<file path="src/rtl/dec_ib_fifo_wr.sv">
// rtl/dec_ib_fifo_wr.sv - decode-side instruction queue fed by the fetch aligner
//
// Purpose: circular store of aligned instructions; accepts up to two per cycle,
// retires up to two per cycle, and presents the oldest two entries show-ahead.
//
// Ports:
//   clk, rst                      clock, asynchronous active-high reset
//   exu_flush_final               empties the queue (beats same-cycle read/write)
//   ifu_i{0,1}_*                  aligner instruction valid/instr/cinst/pc_pkt/brp
//   ifu_dbg_wdata_rs1/_fence      debug flags, kept with the i0 entry only
//   dec_i{0,1}_decode_d           decode consumed head / head+1
//   ifu_ib_ready                  at least two free entries (registered count only)
//   dec_ib{0..3}_valid_d_fifo     occupancy > 0 .. > 3
//   dec_i{0,1}_*_fifo, pc{0,1}_fifo  head / head+1 entry contents
//   dec_debug_*_d_fifo            head entry debug flags
//   fifo_count                    occupancy 0..DEPTH
//   fifo_overflow                 sticky; a write was dropped for lack of space

package dec_ib_pkg;
  typedef struct packed {
    logic        valid;
    logic [11:0] toffset;
    logic [1:0]  hist;
    logic        br_error;
    logic        br_start_error;
    logic        bank;
    logic [31:1] prett;
    logic        way;
    logic        ret;
  } br_pkt_t;
endpackage

module dec_ib_fifo_wr
  import dec_ib_pkg::*;
#(
  parameter int DEPTH = 8,
  localparam int CW = $clog2(DEPTH) + 1
) (
  input  logic          clk,
  input  logic          rst,
  input  logic          exu_flush_final,
  input  logic          ifu_i0_valid,
  input  logic          ifu_i1_valid,
  input  logic [31:0]   ifu_i0_instr,
  input  logic [31:0]   ifu_i1_instr,
  input  logic [15:0]   ifu_i0_cinst,
  input  logic [15:0]   ifu_i1_cinst,
  input  logic [36:0]   ifu_i0_pc_pkt,
  input  logic [36:0]   ifu_i1_pc_pkt,
  input  br_pkt_t       ifu_i0_brp,
  input  br_pkt_t       ifu_i1_brp,
  input  logic          ifu_dbg_wdata_rs1,
  input  logic          ifu_dbg_fence,
  input  logic          dec_i0_decode_d,
  input  logic          dec_i1_decode_d,
  output logic          ifu_ib_ready,
  output logic          dec_ib0_valid_d_fifo,
  output logic          dec_ib1_valid_d_fifo,
  output logic          dec_ib2_valid_d_fifo,
  output logic          dec_ib3_valid_d_fifo,
  output logic [31:0]   dec_i0_instr_d_fifo,
  output logic [31:0]   dec_i1_instr_d_fifo,
  output logic [15:0]   dec_i0_cinst_d_fifo,
  output logic [15:0]   dec_i1_cinst_d_fifo,
  output logic [36:0]   pc0_fifo,
  output logic [36:0]   pc1_fifo,
  output br_pkt_t       dec_i0_brp_fifo,
  output br_pkt_t       dec_i1_brp_fifo,
  output logic          dec_debug_wdata_rs1_d_fifo,
  output logic          dec_debug_fence_d_fifo,
  output logic [CW-1:0] fifo_count,
  output logic          fifo_overflow
);

  localparam int AW  = $clog2(DEPTH);
  localparam int CW1 = CW + 1;

  typedef struct packed {
    logic [31:0] instr;
    logic [15:0] cinst;
    logic [36:0] pc_pkt;
    br_pkt_t     brp;
    logic        dbg_wdata_rs1;
    logic        dbg_fence;
  } ib_entry_t;

  ib_entry_t     mem [DEPTH];
  logic [AW-1:0] wp;
  logic [AW-1:0] rp;
  logic [CW-1:0] count;
  logic          overflow_q;

  logic [1:0]    wr_n;
  logic [1:0]    rd_raw;
  logic [1:0]    rd_n;
  logic [1:0]    wr_cnt;
  logic          wr_ok;
  logic [CW1-1:0] room;
  ib_entry_t     wr_e0;
  ib_entry_t     wr_e1;
  logic [AW-1:0] wp1;
  logic [AW-1:0] rp1;
  ib_entry_t     head0;
  ib_entry_t     head1;

  // A lone i1 valid / lone i1 decode carries no meaning and is ignored.
  assign wr_n   = {1'b0, ifu_i0_valid} + {1'b0, ifu_i0_valid & ifu_i1_valid};
  assign rd_raw = {1'b0, dec_i0_decode_d} + {1'b0, dec_i0_decode_d & dec_i1_decode_d};

  // Reads never retire more than is present; with count < 2 the low bits are exact.
  always_comb begin
    rd_n = rd_raw;
    if (count < CW'(rd_raw)) rd_n = count[1:0];
  end

  // Same-cycle reads free space for writes, so a full queue can take 2-in/2-out.
  assign room   = CW1'(DEPTH) - {1'b0, count} + CW1'(rd_n);
  assign wr_ok  = CW1'(wr_n) <= room;
  assign wr_cnt = (wr_ok && !exu_flush_final) ? wr_n : 2'd0;

  assign wp1 = wp + AW'(1);
  assign rp1 = rp + AW'(1);

  assign wr_e0 = '{instr: ifu_i0_instr, cinst: ifu_i0_cinst, pc_pkt: ifu_i0_pc_pkt,
                   brp: ifu_i0_brp, dbg_wdata_rs1: ifu_dbg_wdata_rs1,
                   dbg_fence: ifu_dbg_fence};
  assign wr_e1 = '{instr: ifu_i1_instr, cinst: ifu_i1_cinst, pc_pkt: ifu_i1_pc_pkt,
                   brp: ifu_i1_brp, dbg_wdata_rs1: 1'b0, dbg_fence: 1'b0};

  // Storage is cleared on reset so unused output data reads as 0, never X.
  always_ff @(posedge clk or posedge rst) begin
    if (rst) begin
      for (int i = 0; i < DEPTH; i++) mem[i] <= '0;
    end else begin
      if (wr_cnt != 2'd0) mem[wp]  <= wr_e0;
      if (wr_cnt == 2'd2) mem[wp1] <= wr_e1;
    end
  end

  always_ff @(posedge clk or posedge rst) begin
    if (rst) begin
      wp    <= '0;
      rp    <= '0;
      count <= '0;
    end else if (exu_flush_final) begin
      wp    <= '0;
      rp    <= '0;
      count <= '0;
    end else begin
      rp    <= rp + AW'(rd_n);
      wp    <= wp + AW'(wr_cnt);
      count <= count + CW'(wr_cnt) - CW'(rd_n);
    end
  end

  // Sticky until reset; a flushed write is discarded, not counted as dropped.
  always_ff @(posedge clk or posedge rst) begin
    if (rst) begin
      overflow_q <= 1'b0;
    end else if (!exu_flush_final && (wr_n != 2'd0) && !wr_ok) begin
      overflow_q <= 1'b1;
    end
  end

  assign head0 = mem[rp];
  assign head1 = mem[rp1];

  assign dec_ib0_valid_d_fifo = count > CW'(0);
  assign dec_ib1_valid_d_fifo = count > CW'(1);
  assign dec_ib2_valid_d_fifo = count > CW'(2);
  assign dec_ib3_valid_d_fifo = count > CW'(3);

  assign ifu_ib_ready = (CW'(DEPTH) - count) >= CW'(2);

  assign dec_i0_instr_d_fifo        = head0.instr;
  assign dec_i1_instr_d_fifo        = head1.instr;
  assign dec_i0_cinst_d_fifo        = head0.cinst;
  assign dec_i1_cinst_d_fifo        = head1.cinst;
  assign pc0_fifo                   = head0.pc_pkt;
  assign pc1_fifo                   = head1.pc_pkt;
  assign dec_i0_brp_fifo            = head0.brp;
  assign dec_i1_brp_fifo            = head1.brp;
  assign dec_debug_wdata_rs1_d_fifo = head0.dbg_wdata_rs1;
  assign dec_debug_fence_d_fifo     = head0.dbg_fence;

  assign fifo_count    = count;
  assign fifo_overflow = overflow_q;

endmodule

</file>
<file path="config.mk">
export PLATFORM = sky130hd
export DESIGN_NAME = dec_ib_fifo_wr
export DESIGN_NICKNAME = d
export VERILOG_FILES = /design/src/rtl/dec_ib_fifo_wr.sv
export SDC_FILE = /design/constraint.sdc
export NUM_CORES = 2
export LEC_CHECK = 0
export CORE_UTILIZATION = 50
export CTS_BUF_LIST = sky130_fd_sc_hd__clkbuf_8
export DETAILED_ROUTE_END_ITERATION = 10
export GPL_TIMING_DRIVEN = 0
export PLACE_DENSITY_LB_ADDON = 0.12
export SYNTH_ARGS = -nofsm -noshare
export SYNTH_HDL_FRONTEND = slang
export SYNTH_SLANG_ARGS = --single-unit
export TNS_END_PERCENT = 10
</file>
<file path="constraint.sdc">
create_clock -name clk -period 40.6 [get_ports clk]
set_input_delay 6.09 -clock clk [delete_from_list [all_inputs] [get_ports clk]]
set_output_delay 6.09 -clock clk [all_outputs]
set_load 0.03 [all_outputs]
</file>
==> key figures <==
CTS
  – Postcts setup bufs: 0
  – # hold bufs at CTS: 0
  – Clk_lat worst skew: between 1 and 1.5 ns
  – CTS H-Tree Depth: 4
  – Root Buffer: clkbuf_8
  – TritonCTS clock tree: yes
  – Deepest clock path buffer count: 3
  – Post-CTS sizing: 0
  – Clock Sinks: ~1100
  – CTS buffer count: ~200
  – CTS clk-pin slew, worst paths: roughly 0.060 ns

Flow run
  – Max-Cap Viols: 6

Placed design
  – I/O Buffers: 425
  – Routability cong.: between 1 and 1.5
  – Post-DP Area: 82570 um2
  – Post-DP HPWL: 263.3 mm

Power
  – PD cells: a little under 100 nW/um2
  – Design Power: about 8.4 mW
  – Pleak: roughly 34 nW
  – Max IR drop VDD: a little under 0.09 mV

Synthesis
  – Cells after synthesis: ~8000
  – Flops & latches, synth: ~1100
  – Mapped cell area: ~75000 um2
  – Syn avg cell area: about 9.6 um2
  – Post-synth EDFFs: 0
  – Warnings, synthesis: 0
  – Yosys top cell by area: dfrtp_1
  – Top-area cell type share of the netlist area: 0.3707
  – Syn_nets: roughly 8000
  – Post-synth top flop: dfrtp_1
  – Sequential-to-total area share from yosys stat: 0.3707
  – Synth area leaders: dfrtp_1 37%, mux4_2 16%, a2bb2oi_1 11%, o21ai_0 11%, nor2_1 4.2%
  – Ys async rst share: 1.000
  – Netlist cell types: 53

Drt
  – Drt first pass iters: 9
  – DRC: 0
  – Vias per cell: 7.365
  – Starting DRT DRC Count: 12693
  – Average wire per standard cell: around 35 um
  – DRT Wirelength: 378.5 mm
  – Routed via count: approximately 79000
  – DRT antenna net count: 0

Floorplanning
  – Core area: 149600 um2
  – Cell Rows: between 100 and 150
  – Starting density of the core: 0.5032
  – Number of I/O pins: ~570
  – Die area: between 150000 and 200000 um2
  – Die height: 390.0 um
  – Die width: approximately 400 um

Setup path
  – Crit path required time: about 35 ns
  – Critical Setup Path Class: register to primary output
  – Type of element capturing the critical path: primary output
  – CP startpoint kind: register
  – Max FO, Critical Path: 16
  – CP arrival: 5.64 ns

Outcome
  – Violations in the final reports: capacitance limit, slew limit
  – Status: finished, violations left

STA
  – Worst-Margin Slew: 1.642 ns
  – Final Cycle Share: 0.2888
  – Max-slew violation count: between 50 and 60
  – Final hold vios: 0
  – Setup Skew: between 0.04 and 0.05 ns
  – Slew margin rel.: -0.09476
  – # setup viols final: 0
  – Unrepaired setup endpoints after global routing: false
  – Fin Setup TNS: 0 ns
  – Fmax: ~0.085 GHz
  – Post-layout min period: around 12 ns

Global route
  – Vias in the first global route: 74641
  – Met3 Usage GRT: 0.2263
  – Initial antenna violation count: 46
  – GR peak layer: met2
  – Routing usage on met1: 0.6226
  – Grt ovf: 0
  – Largest net degree at the start of global routing: between 100 and 150
  – Global-route usage over all layers: 0.4865
  – GRT met2 Usage: 0.6625
  – First-pass GRT wire length: ~530 mm

Cells and area
  – Fin nets: about 8800
  – Most frequent cells in the layout: 1586 x o21ai_0, 1115 x dfrtp_1, 952 x a2bb2oi_1, 834 x nor2_1, 548 x mux4_2
  – Area growth syn-to-layout: 15.50%
  – Commonest non-fill, non-tap cell in the layout: o21ai_0
  – Share of post-route cells with drive strength above 1: 0.1738
  – Final instance area: slightly below 90000 um2

Hold path
  – HP Class: register to register
final timing paths:
path / start / endpoint / slack [ns] / cells past startpoint
hold / removal: fifo_overflow / fifo_overflow / 0.48 / 1
setup / recovery: rp[0] / dec_i1_brp_fifo[1] / 28.87 / 7
min in group asynchronous: rst / mem[529] / 5.45 / 2
setup reg to reg: fifo_count[2] / fifo_count[3] / 34.22 / 24
hold reg to reg: fifo_overflow / fifo_overflow / 0.48 / 1
max in group asynchronous: rst / mem[49] / 32.58 / 6
kinds of logic (layout without fill, tap and decap cells):
logic type	Yosys count	in the layout	share of synthesized area
mux	822	822	0.2050
fa+ha+maj	24	24	0.004488
flops	1115	1115	0.3707
buf+inv	1085	1896	0.06135
xor+xnor	9	9	0.001247
other cells	0	72	0
compound gates	3312	3312	0.2795
simple gates	1458	1458	0.07784
synthesized netlist by cell type (all sizes together) (4+ instances only):
| cell type | number |
|---|---|
| o21ai | 1926 |
| dfrtp | 1115 |
| a2bb2oi | 952 |
| nor2 | 834 |
| clkbuf | 574 |
| mux4 | 548 |
| buf | 489 |
| nand2 | 424 |
| mux2 | 274 |
| nand3 | 158 |
| a21oi | 153 |
| a21boi | 136 |
| o22a | 136 |
| inv | 22 |
| ha | 19 |
| nor2b | 8 |
| and2 | 6 |
| fa | 5 |
| nand2b | 5 |
| xor2 | 5 |
| nor3 | 4 |
| xnor2 | 4 |
through the flow:
step / worst slack, ns / utilization / hold WS [ns] / instances
after detailed placement: 28.35 / 0.5519 / 0.4521 / 10284
after floorplan: 3.113 / - / 0.5111 / 7825
after global routing: 28.99 / 0.5802 / 0.5094 / 10665
final: 28.87 / 0.5812 / 0.4784 / 10724
after global placement: -13.41 / 0.5485 / 0.4506 / 10266
after CTS: 29.21 / 0.5799 / 0.4767 / 10652
power by group:
| part | total [mW] | leakage (nW) | internal (mW) | switching, mW |
|---|---|---|---|---|
| logic | 5.34 | 17.4 | 2.06 | 3.28 |
| registers | 1.87 | 14.3 | 1.53 | 0.345 |
| clock network | 1.15 | 2.44 | 0.598 | 0.555 |
registers in the layout (all words and copies together), names as in the netlist:
name,flops
mem,1104
fifo_count,4
rp,3
wp,3
fifo_overflow,1
critical path, cell delays in order, from the launching register on:
cell	delay [ns]
dfrtp_1	0.45
ha_1	0.32
buf_2	0.45
clkbuf_2	0.94
buf_1	0.97
mux4_2	0.42
mux2_2	0.42
clkdlybuf4s50_1	0.64
layout make-up:
cell class                 count  area, um2
clock inverter               101      514.2
fill                       13605      62660
sequential                  1115      27900
clock buffer                 267       3675
buffer                      1063       4563
timing repair buffer         443       4722
tap                         2016       2522
antenna                       72      180.2
inverter                      22      90.09
multi-input combinational   5625      42770
metal layers:
layer	routed length (um)	vias up
li1	-	30704
met1	136000	39227
met2	153400	7367
met3	61220	1650
met4	27400	36
met5	443	-
Power figures use the tool's default switching activity.
